===== src/rtl/freq_meter.sv =====
// Frequency meter: counts synchronized rising edges of sig_in over a fixed
// window of GATE_CYCLES clk_in cycles and reports the total with a valid strobe.
module freq_meter #(
    parameter int unsigned GATE_CYCLES = 50_000_000,
    parameter int unsigned GW          = 26,
    parameter int unsigned CW          = 24
) (
    input  logic          clk_in,
    input  logic          reset,
    input  logic          sig_in,
    input  logic          start,
    input  logic          cont,
    output logic          busy,
    output logic [CW-1:0] count,
    output logic          valid,
    output logic          overflow
);

    typedef enum logic [0:0] {
        IDLE = 1'b0,
        GATE = 1'b1
    } state_t;

    localparam logic [GW-1:0] GATE_LAST = GW'(GATE_CYCLES - 1);
    localparam logic [GW-1:0] GATE_ONE  = GW'(1);
    localparam logic [GW-1:0] GATE_ZERO = '0;
    localparam logic [CW-1:0] EDGE_MAX  = '1;
    localparam logic [CW-1:0] EDGE_ONE  = CW'(1);
    localparam logic [CW-1:0] EDGE_ZERO = '0;

    state_t          state_r;
    logic            sync1_r;
    logic            sync2_r;
    logic            sync3_r;
    logic            rise_s;
    logic [GW-1:0]   gate_cnt_r;
    logic [CW-1:0]   edge_cnt_r;
    logic            sat_r;
    logic [CW-1:0]   edge_nxt_s;
    logic            sat_nxt_s;
    logic            last_s;
    logic            busy_r;
    logic            valid_r;
    logic [CW-1:0]   count_r;
    logic            overflow_r;

    // Two-flop synchronizer plus one delay stage for rising-edge detection
    always_ff @(posedge clk_in or negedge reset) begin
        if (!reset) begin
            sync1_r <= 1'b0;
            sync2_r <= 1'b0;
            sync3_r <= 1'b0;
        end else begin
            sync1_r <= sig_in;
            sync2_r <= sync1_r;
            sync3_r <= sync2_r;
        end
    end

    assign rise_s = sync2_r & ~sync3_r;
    assign last_s = (gate_cnt_r == GATE_LAST);

    // Saturating edge total including a rise in the current cycle
    always_comb begin
        edge_nxt_s = edge_cnt_r;
        sat_nxt_s  = sat_r;
        if (rise_s) begin
            if (edge_cnt_r == EDGE_MAX) begin
                sat_nxt_s = 1'b1;
            end else begin
                edge_nxt_s = edge_cnt_r + EDGE_ONE;
            end
        end else begin
            edge_nxt_s = edge_cnt_r;
            sat_nxt_s  = sat_r;
        end
    end

    // Gate FSM, window counters and registered result outputs
    always_ff @(posedge clk_in or negedge reset) begin
        if (!reset) begin
            state_r    <= IDLE;
            gate_cnt_r <= GATE_ZERO;
            edge_cnt_r <= EDGE_ZERO;
            sat_r      <= 1'b0;
            busy_r     <= 1'b0;
            valid_r    <= 1'b0;
            count_r    <= EDGE_ZERO;
            overflow_r <= 1'b0;
        end else begin
            valid_r <= 1'b0;
            case (state_r)
                IDLE: begin
                    if (start || cont) begin
                        state_r    <= GATE;
                        busy_r     <= 1'b1;
                        gate_cnt_r <= GATE_ZERO;
                        edge_cnt_r <= EDGE_ZERO;
                        sat_r      <= 1'b0;
                    end else begin
                        busy_r <= 1'b0;
                    end
                end
                GATE: begin
                    if (last_s) begin
                        count_r    <= edge_nxt_s;
                        overflow_r <= sat_nxt_s;
                        valid_r    <= 1'b1;
                        gate_cnt_r <= GATE_ZERO;
                        edge_cnt_r <= EDGE_ZERO;
                        sat_r      <= 1'b0;
                        // Continuous mode restarts with no dead cycle
                        if (cont) begin
                            state_r <= GATE;
                            busy_r  <= 1'b1;
                        end else begin
                            state_r <= IDLE;
                            busy_r  <= 1'b0;
                        end
                    end else begin
                        gate_cnt_r <= gate_cnt_r + GATE_ONE;
                        edge_cnt_r <= edge_nxt_s;
                        sat_r      <= sat_nxt_s;
                    end
                end
                default: begin
                    state_r <= IDLE;
                    busy_r  <= 1'b0;
                end
            endcase
        end
    end

    assign busy     = busy_r;
    assign valid    = valid_r;
    assign count    = count_r;
    assign overflow = overflow_r;

endmodule


===== config.mk =====
export PLATFORM = sky130hd
export DESIGN_NAME = freq_meter
export DESIGN_NICKNAME = d
export VERILOG_FILES = /design/src/rtl/freq_meter.sv
export SDC_FILE = /design/constraint.sdc
export NUM_CORES = 1
export LEC_CHECK = 0
export CORE_MARGIN = 4
export CORE_UTILIZATION = 35
export DETAILED_ROUTE_END_ITERATION = 10
export PLACE_DENSITY = 0.62
export SLEW_MARGIN = 20
export SYNTH_ARGS = -nofsm -noshare
export SYNTH_HDL_FRONTEND = slang
export SYNTH_SLANG_ARGS = --single-unit

===== constraint.sdc =====
create_clock -name clk_in -period 2.1 [get_ports clk_in]
set_input_delay 0.42 -clock clk_in [delete_from_list [all_inputs] [get_ports clk_in]]
set_output_delay 0.42 -clock clk_in [all_outputs]
set_load 0.02 [all_outputs]

==> flow_summary_export.csv <==
group,metric,value,unit
floorplanning,die_area,15000,um^2
finish,drive_gt1_frac,0.214,
floorplanning,start_util,0.362,
synth,synth_nets,517,
sta,fin_crit_sh,1.02,
grt,antenna_found_initial,0,
sta,fin_skew,6.16,ps
synth,synthTopCellsByCount,"dfrtp_1 (82), a21oi_1 (61), nor2_1 (38)",
hold_path,holdCritPathClass,"register to register",
grt,grt_pass1_vias,4293,
synth,synth_ff_type,"dfrtp_1",
floorplanning,core,12700,um^2
pwr,switchingPower,1.42,mW
floorplanning,rows,41,
sta,rsz0062_at_grt,"yes",
floorplanning,die_y,123,um
finish,final_cell_count_no_fill,780,
synth,yosys.area.top_type_share,0.446,
clocking,cts.clk_slew.worst_paths,60,ps
clocking,clkSinkCount,82,
worst_setup_path,worstSetupEndpointType,"register",
pwr,p_seq_frac,0.413,
worst_setup_path,arrival,2370,ps
synth,ys_ff_latch,82,
pwr,p_int,3.33,mW
pwr,total_leakage_power,2.61,nW
routing,wirelength,12.2,mm
sta,slew_headroom,0.634,
sta,setup_ws,-46.1,ps
placed_design,dp_cells,755,
pwr,p_comb_frac,0.234,
flow_run,cap_violations,0,
floorplanning,ios,32,
grt,grt_usage,0.169,
sta,max_freq,466,MHz
sta,hold_viol,0,
routing,antenna_left,0,
placed_design,dpl.hpwl,8.73,mm
placed_design,port_buffers,31,
routing,drc,0,
pwr,power,4.75,mW
clocking,cts_buffers,9,
routing,dr.first_iter.drc_count,282,
synth,yosysMostFrequentCell,"dfrtp_1",
worst_setup_path,critPathKind,"register to register",
synth,yosysSeqAreaShare,0.446,
clocking,root_buffer,"clkbuf_16",
finish,diodes,0,
sta,hold_ws,345,ps
clocking,clk_path_buf_depth,2,
clocking,clkLatencyLatePin,340,ps
grt,grt_pass1_wl,20.5,mm
sta,finalCriticalPeriod,2150,ps
worst_setup_path,cp-start-kind,"register",
synth,synth.area.top_cells,"dfrtp_1 (45%), a21oi_1 (6.6%), a31oi_1 (4.5%)",
sta,tightestPinTransition,549,ps
finish,fin_nets,610,
grt,grt_max_degree,41,
clocking,cts_tree,"yes",
synth,synthCells,510,
floorplanning,die_x,123,um
worst_setup_path,cp_max_fo,5,
finish,area_growth,31.8,%
synth,async_flop_share,1.00,
clocking,h-tree-depth,3,
pwr,ir_worst_vdd,0.446,mV
synth,synth_edf_count,0,
synth,synth_top_area_cell,"dfrtp_1",
outcome,violations,"setup timing",
routing,routedWlPerCell,15.7,um
synth,syn_avg_cell_area,9.02,um^2
outcome,outcome,"finished with violations",
worst_setup_path,required,2320,ps
finish,fin_util,0.476,
grt,grt_overflow,0,
pwr,p_sw_frac,0.298,
synth,yosys_warnings,0,
routing,dr.pass1.iters,4,
sta,final-setup-viol-count,7,
pwr,power_density,783,nW/um^2
worst_setup_path,reg2reg_slack,-50,ps
synth,syn_area,4600,um^2
placed_design,gp_congestion,0.879,
synth,ys_types,57,
routing,vias_per_cell,5.52,
pwr,clock_power_share,0.353,
sta,drv_slew,0,
routing,route.vias.total,4309,
## registers in the layout, indices dropped and copies added (netlist names)
name	cells
state_r	1
valid	1
overflow	1
sync3_r	1
sync1_r	1
gate_cnt_r	26
sat_r	1
count	24
busy	1
edge_cnt_r	24
sync2_r	1
## cells by family (layout without fill, tap and decap cells)
logic type	Yosys count	in the layout	synth area share
and+or+nand+nor	192	192	0.237
AOI/OAI and AO/OA	157	158	0.205
DFF	82	82	0.446
buffers and inverters	50	147	0.0519
xor gates and xnor gates	21	21	0.0400
muxes	6	6	0.0152
adders and majority gates	2	2	0.00544
## metrics by stage
step / cell area [um^2] / setup slack, ps / TNS, ps
final: 6060 / -46.1 / -89.6
after global routing: 6060 / -119 / -1750
after CTS: 5980 / 0.359 / 0
after detailed placement: 5600 / -66.2 / -637
after global placement: 5600 / 12.6 / 0
after floorplan: 4620 / -62.5 / -62.5
## cells in the final DEF, fill, tap and decap left out, types with 3 or more instances in the layout
cell             instances
nor3b_1                  3
a31oi_1                 33
inv_1                   13
nor4_4                   3
and2_1                   5
and4_1                   5
or3_1                    9
clkbuf_16                9
dfrtp_1                 82
xnor2_1                 21
nor2_1                  38
a21o_1                   5
clkdlybuf4s50_1         30
nor4_2                   3
nand2_1                 31
nor4_1                   3
nand2b_1                10
nand3_1                 21
a21oi_1                 60
buf_12                   3
a22o_1                   3
buf_4                   80
nand4_1                 19
nor3_1                  14
a211oi_1                 3
mux2_2                   3
a41oi_1                  6
and3_1                   9
o21ai_0                 30
## worst paths after layout
| check | startpoint | end | cells past startpoint |
|---|---|---|---|
| max | gate_cnt_r[5] | count[22] | 6 |
| min | sync1_r | sync2_r | 0 |
| max reg2reg | gate_cnt_r[5] | count[22] | 6 |
| min reg2reg | sync1_r | sync2_r | 0 |
| max in group asynchronous | reset | gate_cnt_r[14] | 3 |
| min in group asynchronous | reset | count[13] | 2 |
## area by class of cell
cell class / count / area (um^2)
clock buffers: 11 / 233
fillers: 1261 / 6660
flip-flops and latches: 82 / 2050
well taps: 172 / 215
clock inverters: 5 / 78.8
multi-input cells: 379 / 2400
repair buffers: 118 / 1040
inverters: 13 / 48.8
## timing repair
action / 4_1_cts / 5_1_grt
hold buffers: 1 / 0
buffers inserted: 2 / 5
resized for setup: 2 / 13
setup endpoints to repair: 21 / 58
pin swaps: 2 / 2
hold endpoints to repair: 18 / 0
cloned: 1 / 1
## critical path, cell delays in order, from the launching register on
cell	delay [ps]
dfrtp_1	400
nand3_1	200
or4_4	600
nor4_4	250
buf_4	160
buf_8	120
mux2_4	300
## routing by layer
layer	GRT usage	share of wire	vias up
met5	0	0	-
met4	0.0581	0.022	0
met3	0.0327	0.042	25
met2	0.296	0.51	89
met1	0.209	0.43	2120
li1	-	-	2075
## power groups by stage
stage	Combinational (mW)	Clock [mW]	Sequential (mW)
4_1_cts	1.10	1.70	1.96
2_1_floorplan	0.650	0	1.98
6_report	1.11	1.67	1.96
3_5_place_dp	1.09	0	1.98
3_3_place_gp	1.06	0	1.97
5_1_grt	1.24	1.76	2.00
Power figures use the tool's default switching activity.
